==> config.mk <==
export PLATFORM = sky130hd
export DESIGN_NAME = mmio_router
export DESIGN_NICKNAME = d
export VERILOG_FILES = /design/src/rtl/params_pkg.sv /design/src/rtl/mmio_region_dec.sv /design/src/rtl/mmio_router.sv
export SDC_FILE = /design/constraint.sdc
export NUM_CORES = 1
export LEC_CHECK = 0
export BUFFER_PORTS_ARGS = -buffer_cell sky130_fd_sc_hd__buf_2
export CORE_MARGIN = 2
export CORE_UTILIZATION = 47
export CTS_CLUSTER_DIAMETER = 200
export DETAILED_ROUTE_END_ITERATION = 12
export PLACE_DENSITY = 0.81
export SLEW_MARGIN = 20
export SYNTH_ARGS = -nofsm -noshare
export SYNTH_HDL_FRONTEND = slang
export SYNTH_SLANG_ARGS = --single-unit
==> constraint.sdc <==
create_clock -name clk -period 4.6 [get_ports clk]
set_input_delay 1.38 -clock clk [delete_from_list [all_inputs] [get_ports clk]]
set_output_delay 1.38 -clock clk [all_outputs]
set_load 0.01 [all_outputs]
==> src/rtl/params_pkg.sv <==
// Shared bus widths, router FSM states and the default device-region map
// that the linker script mirrors.
package params_pkg;

  localparam int unsigned ADDR_W = 16;
  localparam int unsigned DATA_W = 16;

  typedef enum logic [1:0] {
    S_IDLE,
    S_ACCESS,
    S_RESP
  } mmio_state_t;

  // Region field values (top nibble of the address) owned by each peripheral
  localparam logic [3:0] REGION_RAM    = 4'd0;
  localparam logic [3:0] REGION_ROM    = 4'd1;
  localparam logic [3:0] REGION_MATRIX = 4'd2;
  localparam logic [3:0] REGION_IRQ    = 4'd3;
  localparam logic [3:0] REGION_REGF   = 4'd4;
  localparam logic [3:0] REGION_EXEC   = 4'd5;
  localparam logic [3:0] REGION_SPI    = 4'd6;

endpackage

==> src/rtl/mmio_region_dec.sv <==
// Combinational region decoder: region field plus enable mask to hit/index.
// A miss reports index N_DEV so the value can drive an "idle" ID directly.
module mmio_region_dec #(
  parameter int unsigned          N_DEV  = 7,
  parameter int unsigned          SEL_W  = 4,
  parameter logic [N_DEV-1:0]     DEV_EN = {N_DEV{1'b1}},
  parameter int unsigned          IDW    = $clog2(N_DEV + 1)
) (
  input  logic [SEL_W-1:0] region,
  output logic             hit,
  output logic [IDW-1:0]   idx
);

  always_comb begin
    hit = 1'b0;
    idx = IDW'(N_DEV);
    for (int unsigned i = 0; i < N_DEV; i++) begin
      if (region == SEL_W'(i) && DEV_EN[i]) begin
        hit = 1'b1;
        idx = IDW'(i);
      end
    end
  end

endmodule

==> src/rtl/mmio_router.sv <==
// Registered MMIO router: decodes the address region, runs a request/ready
// handshake with one device, enforces a timeout and records error status.
module mmio_router
  import params_pkg::*;
#(
  parameter int unsigned      N_DEV   = 7,
  parameter int unsigned      SEL_W   = 4,
  parameter logic [N_DEV-1:0] DEV_EN  = {N_DEV{1'b1}},
  parameter int unsigned      TIMEOUT = 16,
  parameter int unsigned      ERRC_W  = 8
) (
  input  logic                        clk,
  input  logic                        rst,
  input  logic                        m_rd,
  input  logic                        m_wr,
  input  logic [ADDR_W-1:0]           m_addr,
  input  logic [DATA_W-1:0]           m_wdata,
  output logic [DATA_W-1:0]           m_rdata,
  output logic                        m_ready,
  output logic                        m_err,
  output logic [N_DEV-1:0]            dev_sel,
  output logic                        dev_rd,
  output logic                        dev_wr,
  output logic [ADDR_W-1:0]           dev_addr,
  output logic [DATA_W-1:0]           dev_wdata,
  input  logic [N_DEV*DATA_W-1:0]     dev_rdata,
  input  logic [N_DEV-1:0]            dev_ready,
  output logic [$clog2(N_DEV+1)-1:0]  act_did,
  output logic [ADDR_W-1:0]           err_addr,
  output logic [ERRC_W-1:0]           err_cnt,
  input  logic                        err_clr
);

  localparam int unsigned IDW = $clog2(N_DEV + 1);
  localparam int unsigned TW  = (TIMEOUT > 1) ? $clog2(TIMEOUT) : 1;

  mmio_state_t state, state_n;

  logic [IDW-1:0]    idx, idx_n;
  logic [TW-1:0]     tcnt, tcnt_n;
  logic [N_DEV-1:0]  sel_n;
  logic              rd_n, wr_n, ready_n, err_n;
  logic [ADDR_W-1:0] addr_n, err_a, err_addr_n;
  logic [DATA_W-1:0] wdata_n, rdata_n;
  logic [IDW-1:0]    did_n;
  logic [ERRC_W-1:0] err_cnt_n;
  logic              err_ev;
  logic              hit;
  logic [IDW-1:0]    hit_idx;

  mmio_region_dec #(
    .N_DEV  (N_DEV),
    .SEL_W  (SEL_W),
    .DEV_EN (DEV_EN),
    .IDW    (IDW)
  ) u_dec (
    .region (m_addr[ADDR_W-1 -: SEL_W]),
    .hit    (hit),
    .idx    (hit_idx)
  );

  // Next-state logic also computes the next value of every output register,
  // so all outputs leave the block straight from flops.
  always_comb begin
    state_n = state;
    idx_n   = idx;
    tcnt_n  = tcnt;
    sel_n   = dev_sel;
    rd_n    = dev_rd;
    wr_n    = dev_wr;
    addr_n  = dev_addr;
    wdata_n = dev_wdata;
    rdata_n = m_rdata;
    did_n   = act_did;
    ready_n = 1'b0;
    err_n   = 1'b0;
    err_ev  = 1'b0;
    err_a   = m_addr;

    unique case (state)
      S_IDLE: begin
        if (m_rd || m_wr) begin
          if ((m_rd ^ m_wr) && hit) begin
            state_n = S_ACCESS;
            idx_n   = hit_idx;
            tcnt_n  = '0;
            sel_n   = N_DEV'(1) << hit_idx;
            rd_n    = m_rd;
            wr_n    = m_wr;
            addr_n  = m_addr;
            wdata_n = m_wdata;
            did_n   = hit_idx;
          end else begin
            state_n = S_RESP;
            ready_n = 1'b1;
            err_n   = 1'b1;
            err_ev  = 1'b1;
            did_n   = IDW'(N_DEV);
          end
        end
      end

      S_ACCESS: begin
        if (dev_ready[idx]) begin
          state_n = S_RESP;
          ready_n = 1'b1;
          rdata_n = dev_rdata[idx*DATA_W +: DATA_W];
          sel_n   = '0;
          rd_n    = 1'b0;
          wr_n    = 1'b0;
          did_n   = IDW'(N_DEV);
        end else if (tcnt == TW'(TIMEOUT - 1)) begin
          state_n = S_RESP;
          ready_n = 1'b1;
          err_n   = 1'b1;
          err_ev  = 1'b1;
          err_a   = dev_addr;
          sel_n   = '0;
          rd_n    = 1'b0;
          wr_n    = 1'b0;
          did_n   = IDW'(N_DEV);
        end else begin
          tcnt_n = tcnt + 1'b1;
        end
      end

      S_RESP: begin
        state_n = S_IDLE;
      end

      default: begin
        state_n = S_IDLE;
      end
    endcase
  end

  // A new error takes precedence over a same-cycle clear: count restarts at 1.
  always_comb begin
    err_cnt_n  = err_cnt;
    err_addr_n = err_addr;
    if (err_ev) begin
      err_addr_n = err_a;
      if (err_clr)       err_cnt_n = ERRC_W'(1);
      else if (&err_cnt) err_cnt_n = err_cnt;
      else               err_cnt_n = err_cnt + 1'b1;
    end else if (err_clr) begin
      err_cnt_n  = '0;
      err_addr_n = '0;
    end
  end

  always_ff @(posedge clk or posedge rst) begin
    if (rst) begin
      state     <= S_IDLE;
      idx       <= '0;
      tcnt      <= '0;
      dev_sel   <= '0;
      dev_rd    <= 1'b0;
      dev_wr    <= 1'b0;
      dev_addr  <= '0;
      dev_wdata <= '0;
      m_rdata   <= '0;
      m_ready   <= 1'b0;
      m_err     <= 1'b0;
      act_did   <= IDW'(N_DEV);
      err_addr  <= '0;
      err_cnt   <= '0;
    end else begin
      state     <= state_n;
      idx       <= idx_n;
      tcnt      <= tcnt_n;
      dev_sel   <= sel_n;
      dev_rd    <= rd_n;
      dev_wr    <= wr_n;
      dev_addr  <= addr_n;
      dev_wdata <= wdata_n;
      m_rdata   <= rdata_n;
      m_ready   <= ready_n;
      m_err     <= err_n;
      act_did   <= did_n;
      err_addr  <= err_addr_n;
      err_cnt   <= err_cnt_n;
    end
  end

endmodule

==> results of run 1 <==
==> where the power goes <==
| group | switching, mW | internal, mW | total, mW |
|---|---|---|---|
| clock | 0.294 | 0.194 | 0.488 |
| sequential | 0.404 | 1.17 | 1.58 |
| combinational | 0.841 | 0.751 | 1.59 |
| total | 1.54 | 2.12 | 3.66 |
==> through the flow <==
step	power (mW)	cell area, um^2	utilization (%)
6_report	3.657	6538	60.84
5_1_grt	3.935	6538	60.84
4_1_cts	3.690	6533	60.79
3_5_place_dp	3.196	6367	59.26
3_3_place_gp	3.113	6367	59.26
2_1_floorplan	2.572	5117	-
==> cell type report <==
class,count,area share (%)
Timing Repair Buffer,248,19.25
Clock buffer,10,1.952
Multi-Input combinational cell,394,38.37
Tap cell,140,2.679
Antenna cell,1,0.03828
Sequential cell,95,36.46
Clock inverter,6,0.5742
Inverter,11,0.6699
==> synthesized netlist by cell type, types with 4 or more instances <==
master                       n
sky130_fd_sc_hd__a211oi_1    6
sky130_fd_sc_hd__a31oi_1    18
sky130_fd_sc_hd__buf_2      10
sky130_fd_sc_hd__buf_4       5
sky130_fd_sc_hd__clkbuf_1   24
sky130_fd_sc_hd__dfrtp_1    92
sky130_fd_sc_hd__inv_1      11
sky130_fd_sc_hd__mux2_2     10
sky130_fd_sc_hd__mux2i_1    21
sky130_fd_sc_hd__mux4_2     16
sky130_fd_sc_hd__nand2_1   158
sky130_fd_sc_hd__nand2b_1    6
sky130_fd_sc_hd__nand3_1    11
sky130_fd_sc_hd__nand3b_1   17
sky130_fd_sc_hd__nand4_1     4
sky130_fd_sc_hd__nor2_1     25
sky130_fd_sc_hd__nor2b_1     8
sky130_fd_sc_hd__nor3_1      4
sky130_fd_sc_hd__o211ai_1   17
sky130_fd_sc_hd__o21ai_0    36
==> logic make-up (layout without fill, tap and decap cells) <==
logic type	after synthesis	in the layout
flops	95	95
fa+ha+maj	3	3
other cells	0	1
compound gates	98	98
simple gates	246	246
buf+inv	51	275
mux	47	47
==> per-layer routing <==
metal | part of all wire, % | vias up | track usage, % | wire [um]
met5 | 0 | - | 0 | 0
met4 | 3.3 | 0 | 11.26 | 479
met3 | 6.2 | 36 | 3.195 | 911
met2 | 52 | 230 | 44.92 | 7596
met1 | 39 | 2393 | 30.40 | 5686
li1 | - | 2326 | - | -
==> final timing paths <==
path                       slack (ns)                        to                    start
min in group asynchronous        1.19  dev_wdata[7]$_DFFE_PP0P_                      rst
max                              1.71   err_addr[9]$_DFFE_PP0P_                     m_rd
max reg2reg                      1.85    err_cnt[6]$_DFFE_PP0P_       idx[1]$_DFFE_PP0P_
max in group asynchronous        2.54  err_addr[11]$_DFFE_PP0P_                      rst
min                              0.49   m_rdata[12]$_DFFE_PP0P_  m_rdata[12]$_DFFE_PP0P_
min reg2reg                      0.49   m_rdata[12]$_DFFE_PP0P_  m_rdata[12]$_DFFE_PP0P_
==> worst max-delay path, delay by kind of cell <==
| kind | cells | cell delay [ns] |
|---|---|---|
| AOI/OAI and AO/OA | 1 | 0.20 |
| and+or+nand+nor | 4 | 0.87 |
| adders and majority gates | 1 | 0.28 |
| buffers and inverters | 3 | 0.43 |
==> state kept, by name, indices dropped and copies added (netlist names) <==
name	flops
dev_sel	7
dev_wdata	16
m_err	1
err_addr	16
dev_rd	1
tcnt	4
dev_wr	1
dev_addr	16
idx	3
m_ready	1
act_did	3
m_rdata	16
err_cnt	8
state	2
==> out/summary.md, run 1 <==
STA
• 2.895 ns — time the final worst path needs with I/O delays and setup
• 1.705 ns — setup ws final
• 0 — max-slew violation total from the final report
• 62.93% — fin crit share
• 0 ns — Setup TNS Final
• 0 — Final Setup Violations
• 0.009802 ns — clock skew
• 0.4866 ns — worst-case hold slack
• 1.058 ns — worst-margin pin slew
• 29.49% — Rel. slew slack
• 0 — final hold violations
• 0.3455 GHz — highest clock frequency the design can meet
• no — unrepaired setup endpoints after global routing

Global routing
• 25.18% — total global routing track utilization
• 69 — largest net degree at the start of global routing
• 1 — antenna violations before repair
• 0 — gr ovfl total
• 22990 um — wire length of the first global-routing pass
• 4858 — vias in the first global route

Final layout
• 971 — fill cell instance count of the final layout
• 905 — final cell count without fillers
• 27.75% — area grow syn2layout
• 0.002509 mm^2 — area taken by multi-input logic gates
• 40.05% — share of layout cells above drive strength 1
• 0.002384 mm^2 — area taken by flip-flops and latches
• sky130_fd_sc_hd__buf_2 — most frequent standard cell in the layout excluding fill and tap cells
• sky130_fd_sc_hd__buf_2, sky130_fd_sc_hd__nand2_1, sky130_fd_sc_hd__dfrtp_1, sky130_fd_sc_hd__o21ai_0, sky130_fd_sc_hd__nor2_1 — leading cell types in the layout, fill and taps excluded
• 918 — # nets final

Synthesis
• 44.99% — area share of the largest cell type after synthesis
• 48 — count of cell types in the netlist
• 46.53% — sequential area share after synthesis
• 699 — number of nets in the synthesized netlist
• 0.005117 mm^2 — mapped cell area
• 540 — synthesized instance count
• 0 — synth warn
• 9.477 um^2 — mean instance size in the synthesized netlist
• 21.64% — synthesized-area fraction occupied by and/or/nand/nor cells
• 100.0% — fraction of registers with async set/reset
• simple AND/OR/NAND/NOR gates — dominant combinational cell family by area after synthesis
• 0 — number of enable flip-flop cells after synthesis
• sky130_fd_sc_hd__dfrtp_1 — most used flip-flop cell after synthesis
• 13.25% — complex-gate fraction of the synthesized area
• 0.7335% — post-synthesis adder-cell area fraction
• sky130_fd_sc_hd__dfrtp_1 — cell type with the largest total area after synthesis
• 95 — Seq cells post-synth
• sky130_fd_sc_hd__dfrtp_1, sky130_fd_sc_hd__nand2_1, sky130_fd_sc_hd__mux4_2, sky130_fd_sc_hd__mux2i_1, sky130_fd_sc_hd__o21ai_0 — top cells by area, synth
• 13.35% — multiplexer fraction of the synthesized cell area
• 0% — Post-Synth XOR/XNOR Area

Setup path
• 17 — largest fanout of any net on the critical path
• sky130_fd_sc_hd__nand2b_1 — cell type of the slowest stage on the worst timing path
• 4.87 ns — Data required, critical path
• buf_2 > inv_1 > ha_1 > nor2b_1 > and2_1 > nand2b_1 > buf_4 > nand3b_1 > a31oi_1 — ordered list of cells on the worst path
• in -> reg — Worst Path Class, Setup
• 6 — cell count of the worst reg-to-reg path
• 0.35 ns — delay of the slowest critical-path stage
• 3.17 ns — arrival time of data at the critical path endpoint
• flop — kind of capture point of the worst setup path
• input pin — CP Launch Type

Clocking
• 0.36 ns — worst-skew pair later-pin latency
• 3 — H-Tree Depth
• 9 — Num CTS Buffers
• 0 — CTS-repair resized insts
• 0 — post-CTS repair timing setup buffer count
• yes — clock tree from TritonCTS
• 95 — CTS sink cnt
• 2 — clk buf depth
• 0 — hold-fix buffer count after cts
• sky130_fd_sc_hd__clkbuf_8 — Root Buffer
• 0.09 ns — clock-pin transition on the worst setup and hold timing paths

Pwr
• 3.364 nW — static leakage power
• 247.8 uV — Max rail drop VDD
• 559.4 mW/mm^2 — total power divided by cell area

Flow run
• 0 — max-cap check violation count

Die
• 242 — io pins
• 108.3 um — Die X
• 0.01075 mm^2 — total core area
• 47.62% — initial core utilization
• 108.3 um — die span in y
• 0.01174 mm^2 — Die ar.
• 38 — Cell Rows

Placement
• 0.9253 — Final GP Congestion
• 11100 um — post-detail-place hpwl
• 888 — placed cell count
• 1.369 ns — worst-case setup slack after placement
• 241 — quantity of I/O buffers inserted on ports

Detailed routing
• 0 — post-route ant nets
• 4985 — DR vias
• 5.508 — Via density
• 264 — starting DRC count in detailed routing
• 16.21 um — per-cell routed wire length
• 5 — length of the first detailed-routing pass in iterations
• 0 — number of remaining DRC errors
• 14670 um — routed wire length

Worst hold path
• 2 — instance count along the most critical hold path
• reg -> reg — classification of the worst-slack hold path

Outcome
• completed — run status

Power figures use the tool's default switching activity.
==> run 2, diff against run 1 <==
ABC_AREA = 1   (was not set)
clock period = 3 ns   (was 4.6 ns; I/O delays follow)
==> run 2 against run 1 <==
- worst hold slack got worse by 0.0069 ns
- critical endpoint is now err_cnt[6]$_DFFE_PP0P_
- critical path type unchanged
- worst setup slack got worse by 0.97 ns
- power increased by 60%
==> out/summary.md, run 2 <==
Outcome
• completed — run status

Setup path
• 0.87 ns — setup slack on the worst flop-to-flop path
• 2.56 ns — arrival time of data at the critical path endpoint
• input pin — CP Launch Type
• flop — kind of capture point of the worst setup path
• in -> reg — Worst Path Class, Setup
• 18 — largest fanout of any net on the critical path
• 3.30 ns — Data required, critical path

Clocking
• 0 — CTS-repair resized insts
• 0.09 ns — clock-pin transition on the worst setup and hold timing paths
• 3 — H-Tree Depth
• 0.37 ns — worst-skew pair later-pin latency
• 2 — clk buf depth
• sky130_fd_sc_hd__clkbuf_8 — Root Buffer
• 95 — CTS sink cnt
• 9 — Num CTS Buffers
• yes — clock tree from TritonCTS
• 0 — hold-fix buffer count after cts
• 0 — post-CTS repair timing setup buffer count

Synthesis
• sky130_fd_sc_hd__dfrtp_1, sky130_fd_sc_hd__nand2_1, sky130_fd_sc_hd__o21ai_0, sky130_fd_sc_hd__nand3_1, sky130_fd_sc_hd__inv_1 — top cells by area, synth
• 33 — count of cell types in the netlist
• 100.0% — fraction of registers with async set/reset
• 44.82% — area share of the largest cell type after synthesis
• 0.005136 mm^2 — mapped cell area
• sky130_fd_sc_hd__nand2_1, sky130_fd_sc_hd__o21ai_0, sky130_fd_sc_hd__dfrtp_1, sky130_fd_sc_hd__nand3_1, sky130_fd_sc_hd__inv_1 — commonest cells in the netlist
• 842 — number of nets in the synthesized netlist
• 7.520 um^2 — mean instance size in the synthesized netlist
• sky130_fd_sc_hd__nand2_1 — most instantiated library cell after synthesis
• 95 — Seq cells post-synth
• 0 — synth warn
• sky130_fd_sc_hd__dfrtp_1 — most used flip-flop cell after synthesis
• 46.36% — sequential area share after synthesis
• 0 — number of enable flip-flop cells after synthesis
• 683 — synthesized instance count
• sky130_fd_sc_hd__dfrtp_1 — cell type with the largest total area after synthesis

Die
• 47.80% — initial core utilization
• 242 — io pins
• 108.5 um — Die X
• 38 — Cell Rows
• 0.01178 mm^2 — Die ar.
• 0.01075 mm^2 — total core area
• 108.5 um — die span in y

Pwr
• 2.579 mW — power spent charging and discharging nets
• 44.15% — Net Sw Frac
• 15.1% — fraction of power consumed by the clock network
• 878.9 mW/mm^2 — total power divided by cell area
• 551.2 uV — Max rail drop VDD
• 3.617 nW — static leakage power
• 3.263 mW — cell-internal power
• 36.4% — power share of the sequential group
• 48.5% — portion of total power attributed to combinational logic

STA
• 64.34% — Rel. slew slack
• 0 ns — Setup TNS Final
• 0.4420 GHz — highest clock frequency the design can meet
• 0 — max-slew violation total from the final report
• 2.263 ns — time the final worst path needs with I/O delays and setup
• 0 — Final Setup Violations
• no — unrepaired setup endpoints after global routing
• 0.5343 ns — worst-margin pin slew
• 0 — final hold violations
• 0.01259 ns — clock skew
• 75.42% — fin crit share

Final layout
• 61.87% — utilization after layout
• sky130_fd_sc_hd__buf_2 — most frequent standard cell in the layout excluding fill and tap cells
• 1056 — final cell count without fillers
• 31.66% — share of layout cells above drive strength 1
• 29.43% — area grow syn2layout
• sky130_fd_sc_hd__buf_2, sky130_fd_sc_hd__nand2_1, sky130_fd_sc_hd__o21ai_0, sky130_fd_sc_hd__dfrtp_1, sky130_fd_sc_hd__nand3_1 — leading cell types in the layout, fill and taps excluded
• 1070 — # nets final
• 0 — antenna diode instance count

Global routing
• 0 — antenna violations before repair
• 4946 — vias in the first global route
• 0 — gr ovfl total
• 54 — largest net degree at the start of global routing
• 25.86% — total global routing track utilization
• 23790 um — wire length of the first global-routing pass

Detailed routing
• 14.15 um — per-cell routed wire length
• 0 — number of remaining DRC errors
• 5.045 — Via density
• 422 — starting DRC count in detailed routing
• 5 — length of the first detailed-routing pass in iterations
• 0 — post-route ant nets
• 14940 um — routed wire length
• 5328 — DR vias

Flow run
• 0 — max-cap check violation count

Placement
• 241 — quantity of I/O buffers inserted on ports
• 1040 — placed cell count
• 11420 um — post-detail-place hpwl
• 0.9239 — Final GP Congestion

Worst hold path
• reg -> reg — classification of the worst-slack hold path

## run 2: cell count changes after synthesis, sizes merged, moves of 20 or more
cell,before,now
inv,11,65
mux2i,21,1
nand2,159,190
nand3,11,69
nor2,25,62
o21ai,37,101
## run 2: layout make-up
class,count,area (um^2)
well taps,140,175.2
clock buffers,9,123.9
repair buffers,254,1316
flip-flops and latches,95,2381
clock inverters,7,86.33
inverters,66,254.0
multi-input cells,485,2311
fillers,1044,4098
## run 2: power by group through the flow
| stage | clock [mW] | sequential (mW) | combinational [mW] |
|---|---|---|---|
| detailed placement | 0 | 2.14 | 2.84 |
| global route | 0.964 | 2.20 | 3.18 |
| finish | 0.881 | 2.13 | 2.83 |
| CTS | 0.906 | 2.13 | 2.84 |
| floorplan | 0 | 2.33 | 1.64 |
| global placement | 0 | 2.14 | 2.80 |
## run 2: per-stage QoR
step | setup slack [ns] | power [mW] | hold WS [ns] | cell area [um^2]
finish | 0.7374 | 5.842 | 0.4797 | 6648
global route | 0.5951 | 6.347 | 0.4917 | 6648
CTS | 0.7652 | 5.884 | 0.4826 | 6648
detailed placement | 0.3826 | 4.988 | 0.4574 | 6437
global placement | 0.4772 | 4.941 | 0.4501 | 6437
floorplan | 0.8314 | 3.965 | 0.4747 | 5140
## run 2: logic make-up (layout without fill, tap and decap cells)
family / Yosys count / after routing / synth area share, %
and+or+nand+nor: 334 / 334 / 27.84
AOI/OAI and AO/OA: 141 / 141 / 15.10
buffers and inverters: 103 / 336 / 8.745
DFF: 95 / 95 / 46.36
xor gates and xnor gates: 6 / 6 / 1.023
adders and majority gates: 3 / 3 / 0.7309
muxes: 1 / 1 / 0.1949
## run 2: worst paths after layout
path / start / to / cells past startpoint
max in group asynchronous: rst / act_did[1]$_DFFE_PP1P_ / 3
min reg2reg: dev_rd$_DFFE_PP0P_ / dev_rd$_DFFE_PP0P_ / 2
max reg2reg: idx[1]$_DFFE_PP0P_ / act_did[2]$_DFFE_PP1P_ / 9
max: m_rd / err_cnt[6]$_DFFE_PP0P_ / 10
min: dev_rd$_DFFE_PP0P_ / dev_rd$_DFFE_PP0P_ / 2
min in group asynchronous: rst / err_cnt[0]$_DFFE_PP0P_ / 2
## run 2: per-layer routing
metal  track usage (%)  part of all wire [%]  up-vias  routed length [um]
met5                 0                     0        -                   0
met4             8.242                   2.2        0                 335
met3             5.787                   8.1       29                1213
met2             41.47                    47      212                7000
met1             34.94                    43     2407                6394
li1                  -                     -     2680                   -
## run 2: critical path, cell delays in order
cell                      delay [ns]
sky130_fd_sc_hd__buf_2          0.09
sky130_fd_sc_hd__inv_1          0.05
sky130_fd_sc_hd__ha_1           0.21
sky130_fd_sc_hd__nor2_1         0.16
sky130_fd_sc_hd__inv_1          0.08
sky130_fd_sc_hd__nor2_1         0.22
sky130_fd_sc_hd__nand2_2        0.29
sky130_fd_sc_hd__nand2_1        0.34
sky130_fd_sc_hd__nand4_1        0.13
sky130_fd_sc_hd__nand2_1        0.09
==> run 3, diff against run 2 <==
ABC_AREA = 0   (was 1)
clock period = 2.3 ns   (was 3 ns; I/O delays follow)
==> run 3 against run 2 <==
- largest power group unchanged
- register-to-register slack lost 0.69 ns
- worst setup slack worse by 0.55 ns
- design area is 2.3% higher
- final cell count shrank 12%
- sequential power increased by 35%
- core utilization is 1.4 points higher
- combinational power rose by 29%
- clock skew fell by 0.0045 ns
- first-iteration DRC count is 1.9% lower
- non-clock buffer count up 13
- worst hold slack got worse by 0.10 ns
- via count shrank 5.0%
==> out/summary.md, run 3 (same netlist as run 1, synthesis figures left out) <==
Setup path
• flop — kind of capture point of the worst setup path
• reg -> reg — Worst Path Class, Setup
• nor2b_1 > buf_4 > nand4_4 > a21o_1 > buf_12 > a21oi_2 > mux2i_1 — ordered list of cells on the worst path
• 2.39 ns — arrival time of data at the critical path endpoint
• 0.50 ns — delay of the slowest critical-path stage
• 7 — cell count of the worst reg-to-reg path
• 0.18 ns — setup slack on the worst flop-to-flop path
• err_cnt[1]$_DFFE_PP0P_ — endpoint of the lowest-slack register-to-register path
• sky130_fd_sc_hd__dfrtp_1 — cell type of the slowest stage on the worst timing path
• 35 — largest fanout of any net on the critical path
• state[0]$_DFFE_PP0P_ — launch instance of the worst register-to-register path
• 2.57 ns — Data required, critical path
• flop — CP Launch Type

Pwr
• 3.089 mW — power spent charging and discharging nets
• 1137 mW/mm^2 — total power divided by cell area
• 483.0 uV — Max rail drop VDD
• 7.727 mW — Power, Total
• 47.2% — portion of total power attributed to combinational logic
• 15.7% — fraction of power consumed by the clock network
• 3.504 nW — static leakage power
• 39.98% — Net Sw Frac
• 4.637 mW — cell-internal power
• 37.1% — power share of the sequential group

Detailed routing
• 414 — starting DRC count in detailed routing
• 5.468 — Via density
• 0 — post-route ant nets
• 16.48 um — per-cell routed wire length
• 5 — length of the first detailed-routing pass in iterations
• 0 — number of remaining DRC errors
• 15260 um — routed wire length
• 5063 — DR vias

Placement
• 0.006574 mm^2 — DP Area
• 0.9289 — Final GP Congestion
• -0.1211 ns — worst-case setup slack after placement
• 11590 um — post-detail-place hpwl
• 241 — quantity of I/O buffers inserted on ports

Die
• 108.3 um — die span in y
• 0.01075 mm^2 — total core area
• 108.3 um — Die X
• 242 — io pins
• 47.62% — initial core utilization
• 38 — Cell Rows
• 0.01174 mm^2 — Die ar.

Final layout
• 41.12% — share of layout cells above drive strength 1
• sky130_fd_sc_hd__buf_2, sky130_fd_sc_hd__nand2_1, sky130_fd_sc_hd__dfrtp_1, sky130_fd_sc_hd__o21ai_0, sky130_fd_sc_hd__nor2_1 — leading cell types in the layout, fill and taps excluded
• 937 — # nets final
• 0.002506 mm^2 — area taken by multi-input logic gates
• 950 — fill cell instance count of the final layout
• 0.006798 mm^2 — final design instance area without fill
• 63.26% — utilization after layout
• 0.002384 mm^2 — area taken by flip-flops and latches
• 32.84% — area grow syn2layout
• sky130_fd_sc_hd__buf_2 — most frequent standard cell in the layout excluding fill and tap cells

Clocking
• 9 — Num CTS Buffers
• yes — clock tree from TritonCTS
• 0 — CTS-repair resized insts
• sky130_fd_sc_hd__clkbuf_8 — Root Buffer
• 95 — CTS sink cnt
• 0 — post-CTS repair timing setup buffer count
• 0 — hold-fix buffer count after cts
• 0.09 ns — clock-pin transition on the worst setup and hold timing paths
• 0.35 ns — worst-skew pair later-pin latency
• 2 — clk buf depth
• 3 — H-Tree Depth

Global routing
• 3 — antenna violations before repair
• 26.19% — total global routing track utilization
• 4961 — vias in the first global route
• 44 — largest net degree at the start of global routing
• 0 — gr ovfl total
• 23880 um — wire length of the first global-routing pass

STA
• 0 — max-slew violation total from the final report
• 92.05% — fin crit share
• 63.36% — Rel. slew slack
• 0.5485 ns — worst-margin pin slew
• 0 — Final Setup Violations
• 2.117 ns — time the final worst path needs with I/O delays and setup
• 0.008047 ns — clock skew
• 0.1828 ns — setup ws final
• 0.4723 GHz — highest clock frequency the design can meet
• no — unrepaired setup endpoints after global routing
• 0 ns — Setup TNS Final
• 0 — final hold violations

Outcome
• completed — run status

Flow run
• 0 — max-cap check violation count

Worst hold path
• in -> async — classification of the worst-slack hold path

## run 3: per-stage QoR
stage,instances,hold slack [ns]
floorplan,540,0.4690
global placement,907,0.4515
detailed placement,907,0.4567
CTS,923,0.3699
global route,926,0.3940
finish,926,0.3748
## run 3: layout make-up
class                           instances  share of cell area, %
Tap cell                              140                  2.577
Inverter                               11                 0.6626
Clock buffer                           13                  2.190
Antenna cell                            3                 0.1104
Sequential cell                        95                  35.06
Timing Repair Buffer                  267                  21.54
Multi-Input combinational cell        394                  36.87
Clock inverter                          3                 0.9939
## run 3: power groups by stage
stage                     logic (mW)  registers [mW]  clock network (mW)
after floorplan                 2.09            3.05                   0
after global placement          3.55            2.84                   0
after detailed placement        3.66            2.89                   0
after CTS                       3.68            2.86                1.24
after global routing            4.04            2.95                1.33
final                           3.65            2.87                1.21
## run 3: critical path: cells and delay by family (launching register included)
kind	cells	cell delay [ns]
mux	1	0.24
compound gates	2	0.49
flops	1	0.50
buf+inv	2	0.43
simple gates	2	0.38
## run 3: how the worst max path moves through the flow
stage | start | slack (ns) | end
6_report | state[0]$_DFFE_PP0P_ | 0.18 | err_cnt[1]$_DFFE_PP0P_
3_3_place_gp | m_rd | -0.06 | err_addr[2]$_DFFE_PP0P_
4_1_cts | state[0]$_DFFE_PP0P_ | 0.22 | err_cnt[1]$_DFFE_PP0P_
2_1_floorplan | m_rd | 0.1 | err_addr[10]$_DFFE_PP0P_
3_5_place_dp | m_rd | -0.12 | err_addr[1]$_DFFE_PP0P_
5_1_grt | state[0]$_DFFE_PP0P_ | 0.02 | err_cnt[7]$_DFFE_PP0P_
## run 3: metal layers
metal | wire length [um] | vias up | GRT usage, %
met5 | 0 | - | 0
met4 | 445 | 0 | 12.00
met3 | 1027 | 27 | 3.556
met2 | 7862 | 244 | 45.82
met1 | 5925 | 2427 | 32.14
li1 | - | 2365 | -
